### config.mk
export PLATFORM = sky130hd
export DESIGN_NAME = updown_counter_param_flat
export DESIGN_NICKNAME = d
export VERILOG_FILES = /design/src/rtl/updown_counter_param_if.sv /design/src/rtl/updown_counter_param.sv /design/src/flat_wrapper.sv
export SDC_FILE = /design/constraint.sdc
export NUM_CORES = 1
export LEC_CHECK = 0
export CAP_MARGIN = 20
export CORE_AREA = 2 2 39 41
export CTS_BUF_LIST = sky130_fd_sc_hd__clkbuf_4 sky130_fd_sc_hd__clkbuf_8
export DETAILED_ROUTE_END_ITERATION = 6
export DIE_AREA = 0 0 41 43
export GPL_ROUTABILITY_DRIVEN = 0
export PLACE_DENSITY = 0.66
export RECOVER_POWER = 50
export SYNTH_ARGS = -nofsm -noshare
export SYNTH_HDL_FRONTEND = slang
export SYNTH_SLANG_ARGS = --single-unit
### constraint.sdc
create_clock -name clk_i -period 2.6 [get_ports clk_i]
set_clock_uncertainty 0.05 [all_clocks]
set_input_delay 0.52 -clock clk_i [delete_from_list [all_inputs] [get_ports clk_i]]
set_output_delay 0.52 -clock clk_i [all_outputs]
set_load 0.1 [all_outputs]
### src/rtl/updown_counter_param_if.sv
// Control and status bundle for updown_counter_param.
// master drives count controls; slave (the counter) returns count and flags.
interface updown_counter_param_if #(
    parameter int WIDTH = 4
);
    logic             en;
    logic             up;
    logic             load;
    logic [WIDTH-1:0] load_val;
    logic [WIDTH-1:0] out;
    logic             tc;
    logic             ovf;
    logic             at_max;
    logic             at_min;

    modport master (
        output en, up, load, load_val,
        input  out, tc, ovf, at_max, at_min
    );

    modport slave (
        input  en, up, load, load_val,
        output out, tc, ovf, at_max, at_min
    );
endinterface

### src/rtl/updown_counter_param.sv
// Parametrised up/down counter over 0..MAX_COUNT with load, wrap/saturate, tc pulse and sticky ovf.
// Latency: out/tc/ovf one clock after sampling, at_max/at_min combinational; no backpressure.
module updown_counter_param #(
    parameter int WIDTH     = 4,
    parameter int MAX_COUNT = (1 << WIDTH) - 1,
    parameter bit SATURATE  = 1'b0
) (
    input  logic                   clk_i,
    input  logic                   reset_i,
    updown_counter_param_if.slave  bus
);
    localparam logic [WIDTH-1:0] MAX_V = WIDTH'(MAX_COUNT);

    logic [WIDTH-1:0] out_q, out_d;
    logic             tc_q,  tc_d;
    logic             ovf_q, ovf_d;

    // Priority is load over en; reset is handled in the register process.
    always_comb begin
        out_d = out_q;
        tc_d  = 1'b0;
        ovf_d = ovf_q;
        if (bus.load) begin
            out_d = (bus.load_val > MAX_V) ? MAX_V : bus.load_val;
            ovf_d = 1'b0;
        end else if (bus.en) begin
            if (bus.up) begin
                if (out_q < MAX_V) begin
                    out_d = out_q + WIDTH'(1);
                end else begin
                    out_d = SATURATE ? out_q : '0;
                    tc_d  = 1'b1;
                    ovf_d = 1'b1;
                end
            end else begin
                if (out_q != '0) begin
                    out_d = out_q - WIDTH'(1);
                end else begin
                    out_d = SATURATE ? out_q : MAX_V;
                    tc_d  = 1'b1;
                    ovf_d = 1'b1;
                end
            end
        end
    end

    // Reset value tracks the direction sampled in the reset cycle.
    always_ff @(posedge clk_i) begin
        if (reset_i) begin
            out_q <= bus.up ? '0 : MAX_V;
            tc_q  <= 1'b0;
            ovf_q <= 1'b0;
        end else begin
            out_q <= out_d;
            tc_q  <= tc_d;
            ovf_q <= ovf_d;
        end
    end

    assign bus.out    = out_q;
    assign bus.tc     = tc_q;
    assign bus.ovf    = ovf_q;
    assign bus.at_max = (out_q == MAX_V);
    assign bus.at_min = (out_q == '0);
endmodule

### src/flat_wrapper.sv
// flat-port wrapper written by rule: the top's interface ports become plain ports
module updown_counter_param_flat 
#(
    parameter int WIDTH     = 4,
    parameter int MAX_COUNT = (1 << WIDTH) - 1,
    parameter bit SATURATE  = 1'b0
)
  (clk_i, reset_i, bus_en, bus_up, bus_load, bus_load_val, bus_out, bus_tc, bus_ovf, bus_at_max, bus_at_min);
  updown_counter_param_if #(.WIDTH(WIDTH)) bus_i ();
  input  logic clk_i;
  input  logic reset_i;
  input wire logic [$bits(bus_i.en)-1:0] bus_en;
  input wire logic [$bits(bus_i.up)-1:0] bus_up;
  input wire logic [$bits(bus_i.load)-1:0] bus_load;
  input wire logic [$bits(bus_i.load_val)-1:0] bus_load_val;
  output wire logic [$bits(bus_i.out)-1:0] bus_out;
  output wire logic [$bits(bus_i.tc)-1:0] bus_tc;
  output wire logic [$bits(bus_i.ovf)-1:0] bus_ovf;
  output wire logic [$bits(bus_i.at_max)-1:0] bus_at_max;
  output wire logic [$bits(bus_i.at_min)-1:0] bus_at_min;
  assign bus_i.en = bus_en;
  assign bus_i.up = bus_up;
  assign bus_i.load = bus_load;
  assign bus_i.load_val = bus_load_val;
  assign bus_out = bus_i.out;
  assign bus_tc = bus_i.tc;
  assign bus_ovf = bus_i.ovf;
  assign bus_at_max = bus_i.at_max;
  assign bus_at_min = bus_i.at_min;
  updown_counter_param #(.WIDTH(WIDTH), .MAX_COUNT(MAX_COUNT), .SATURATE(SATURATE)) u_core (.clk_i(clk_i), .reset_i(reset_i), .bus(bus_i));
endmodule
### Word level (Yosys, flattened, before mapping)

Cells that the tools add are included.

* bits of input ports: 9
* output and inout port bits: 8
* logic and storage cells: 31
* register bits: 6

* mux-type cells: 14
* eq/ne operators: 3
* bitwise logic cells: 1
* reduce and logical (&&, ||, !) cells: 6
* order comparisons: 2
* $add $sub $neg: 2

Operator list (count)
* 2-to-1 mux 4 bit: 8
* 2-to-1 mux 1 bit: 6
* adder 4 x 1 -> 4 bit, second input constant: 1
* equality test 4 bit, second input constant: 1
* > comparator 4 bit, second input constant: 1
* zero test 4 bit: 1
* less-than comparator 4 bit, second input constant: 1
* inequality test 2 bit, second input constant: 2
* nonzero test 4 bit: 1
* subtractor 4 x 1 -> 4 bit, second input constant: 1
* AND reduction 3 bit: 1
* nonzero test 3 bit: 1
* OR reduction 3 bit: 1
* OR reduction 2 bit: 1
* NOT 1 bit: 1

### Logic depth before layout (Yosys ltp)

* word-level depth: 6
* mapped depth: 6
* gate-level depth less buffers: 6

### Worst setup path before layout

OpenSTA, ideal clock, no wires.

* path kind: register -> register
* from: reg u_core.out_q[0], in the netlist u_core.bus.out[0]
* to: reg u_core.out_q[3], in the netlist u_core.bus.out[3] (data pin)
* arrival time: 3862 ps
* period minus slack after synthesis: 4063 ps
* stages on the path, launching flop included: 7
* path slack: -1463 ps
* path through: edfxtp_1 inv_1 ha_1 nor3b_1 nor4_1 a22o_1 a31oi_1

* word-level cells in the longest chain between the ends: 6
* elaborated cells on any way between the ends: 10

RTL lines
* start, declared: RTL line updown_counter_param.sv:14 `logic [WIDTH-1:0] out_q, out_d;`
* start signal, assigned: RTL line updown_counter_param.sv:50 `out_q <= bus.up ? '0 : MAX_V;`
* start signal, assigned: RTL line updown_counter_param.sv:54 `out_q <= out_d;`
* subtractor 4 x 1 -> 4 bit, or another cell as far along: RTL line updown_counter_param.sv:37 `out_d = out_q - WIDTH'(1);`
* 2-to-1 mux 4 bit, on equally long branches: RTL line updown_counter_param.sv:36, updown_counter_param.sv:28
* 2-to-1 mux 4 bit (*): RTL line updown_counter_param.sv:27 `if (bus.up) begin`
* 2-to-1 mux 4 bit (*): RTL line updown_counter_param.sv:26 `end else if (bus.en) begin`
* 2-to-1 mux 4 bit (*): RTL line updown_counter_param.sv:23 `if (bus.load) begin`
* 2-to-1 mux 4 bit (*): RTL line updown_counter_param.sv:49 `if (reset_i) begin`

Every way passes the cells marked *; elsewhere a longest branch is shown, timed or not. The select of a mux whose other input is x is not followed.
A chain may end at the register's enable or synchronous reset.

### Worst setup path in the final report

* from: reg u_core.out_q[0], in the netlist u_core.bus.out[0]
* to: out bus_out[0]

RTL lines
* end, declared: RTL line flat_wrapper.sv:16 `output wire logic [$bits(bus_i.out)-1:0] bus_out;`

No word-level cell between the ends.

==> key figures <==
GRT
  – Vias in the first global route: 393
  – First-pass GRT wire length: 1620 µm
  – Gr usage total: 13.9%
  – Total grt overflow: 0
  – Largest net degree at the start of global routing: 15
  – Initial antenna violation count: 0

Detailed routing
  – Detail Route Antenna Nets: 0
  – First drt pass iteration count: 4
  – Vias: 426
  – WL per Instance: 12.6 µm
  – Via density: 5.13
  – DRC viols: 0
  – Initial DRC Count: 12
  – Routed Wire Length: 1040 µm

Synthesis
  – Synth Warn #: 0
  – Largest area contributor in the netlist: edfxtp_1
  – Syn_area_per_cell: 9.20 µm²
  – Post-synth cell types: 30
  – Synthesized area: 469 µm²
  – Synth Net Count: 62
  – Cells after Synth: 51
  – Ys async rst share: 0%
  – Post-synth EDFFs: 4
  – Ys flop type: edfxtp_1
  – Synthesis-stage register bit count: 6
  – Top cells by area, synth: edfxtp_1, dfxtp_1, a21oi_1
  – Post-synthesis sequential area ratio: 34.1%
  – Yosys top cell area share: 25.6%

Timing
  – Final period utilization: 82.5%
  – Fmax: 0.466 GHz
  – Period minus WS final: 2150 ps
  – Final setup fails: 0
  – RSZ-0062 raised after global routing: false
  – Slew @ Worst Pin: 1170 ps
  – Max-slew violation count: 0
  – Hold Worst Slack: 439 ps
  – Final hold vios: 0
  – Rel. slew slack: 22.3%

Floorplan
  – Die Y: 43 µm
  – # IOs: 17
  – Starting density of the core: 33.9%
  – Placeable Area: 1380 µm²
  – Die W: 41 µm
  – Total die area: 1760 µm²
  – Placement Rows: 14

Clock network
  – Post-CTS setup buffers: 0
  – CTS root buffer: clkbuf_4
  – TritonCTS clock tree: done
  – Cts hold-fix bufs: 0
  – Max clock buf depth: 2
  – Worst-path clk slew: 50 ps
  – H-tree levels: 1
  – Clock latency on the worst-skew pair: 250 ps
  – CTS Buf Count: 3
  – CTS Sinks: 6
  – Post-cts sizing count: 0

Final layout
  – Syn-to-layout area delta: 36.8%
  – Final #Nets: 80
  – Antenna fix cells: 0
  – Non-filler cells, final: 83
  – Share of cells above drive strength 1: 19.4%
  – Final core utilization: 46.4%

Setup path
  – RR Startpoint: u_core.bus.out[0]
  – Worst Path Buf+Inv: 1
  – Family with the most delay on the worst path: buffers and inverters
  – Peak fanout along the critical path: 6
  – Setup crit start: u_core.bus.out[0]
  – Critical path required time: 2030 ps
  – Crit path arrival time: 1580 ps
  – Cell Chain, Critical Path: clkbuf_1
  – CP max stage delay: 880 ps
  – CP max stage cell: clkbuf_1
  – Critical path endpoint category: output port
  – Critical Path Start Type: register
  – WS Path Type: register to output port

Pwr
  – Share of power burned in registers: 34.1%
  – Psw: 165 µW
  – Sw frac: 43.7%
  – VDD IR max: 0.294 mV
  – Comb pwr share: 41.8%
  – Design Power: 378 µW
  – Clock share of power: 24.1%
  – Power Density: 589 nW/µm²
  – Static leakage: 0.247 nW
  – Power Internal: 213 µW

Worst hold path
  – Worst hold start: u_core.bus.ovf
  – Worst hold path type: register to register

Flow run
  – Maxcap violations: 0

Placement
  – Number of I/O port buffers: 16
  – Dpl cells: 80

Outcome
  – Status: completed
-- through the flow --
step	worst slack (ps)	TNS (ps)	cell area (µm²)
6_report	455	0	642
3_5_place_dp	430	0	639
2_1_floorplan	-53.5	-53.5	484
3_3_place_gp	453	0	639
4_1_cts	518	0	662
5_1_grt	412	0	642
-- state kept, by name, summed over array words and instances, names as in the netlist --
signal and count:
u_core.bus.tc 1, u_core.bus.ovf 1, u_core.bus.out 4
-- layout make-up --
type                       count  area, µm²
clock buffer                   3       22.5
fill                         142        742
inverter                       4       18.8
multi-input combinational     38        275
sequential                     6        160
tap                           16       20.0
timing repair buffer          16        145
-- placed cells by master, fill, tap and decap left out --
master / n
edfxtp_1: 4
nand3b_1: 2
mux2i_1: 1
or3_1: 1
a22o_1: 1
clkbuf_1: 4
a31oi_1: 1
clkinvlp_4: 1
o22ai_1: 1
clkbuf_4: 3
dfxtp_1: 2
inv_1: 3
nand3_1: 1
and3b_1: 1
buf_12: 2
nand2_1: 2
and2_1: 1
o21ai_0: 2
clkdlybuf4s50_1: 7
ha_1: 2
nor3_1: 1
a21oi_1: 5
nor3b_4: 1
nor3_2: 2
xnor2_1: 1
nor4_1: 1
dlygate4sd3_1: 1
xor2_1: 1
clkbuf_2: 2
or4b_4: 1
o21ai_2: 1
nor2_1: 4
or2b_1: 1
o21bai_1: 2
a21boi_0: 1
-- power by group through the flow --
stage,sequential [mW],combinational [mW],clock (mW)
detailed placement,0.131,0.164,0
CTS,0.129,0.165,0.0936
global route,0.131,0.168,0.0998
floorplan,0.187,0.0664,0
global placement,0.131,0.164,0
finish,0.129,0.158,0.0912
-- routing by layer --
layer  up-vias  track usage [%]  share of wire, %
met5         -                0                 0
met4         0             5.33                 0
met3         0             8.90                10
met2        21             18.8                46
met1       189             17.3                44
li1        216                -                 -
-- synth_stat cells (2+ instances only) --
cell type and n:
nand2_1 2, nand3b_1 2, o21ai_0 2, edfxtp_1 4
buf_6 2, nor3_2 2, dfxtp_1 2, nor2_1 4
a21oi_1 5, ha_1 2, inv_1 4, o21bai_1 2
-- cells by family (layout without fill, tap and decap cells) --
group | count (synthesis) | count (layout) | share of synthesized area, %
adder cells (fa/ha/maj) | 2 | 2 | 5.33
flip-flops | 6 | 6 | 34.1
multiplexers | 1 | 1 | 2.13
AO/OA/AOI/OAI | 14 | 14 | 18.7
AND/OR/NAND/NOR | 19 | 19 | 26.4
XOR/XNOR | 2 | 2 | 3.73
buffers and inverters | 7 | 23 | 9.60
-- final timing paths --
kind	end	slack, ps	depth (start not counted)
worst min register to register	u_core.bus.ovf	440	2
worst min-delay path	u_core.bus.ovf	440	2
worst max register to register	u_core.bus.out[0]	870	6
worst max-delay path	bus_out[0]	450	1
(Power assumes the default switching activity.)
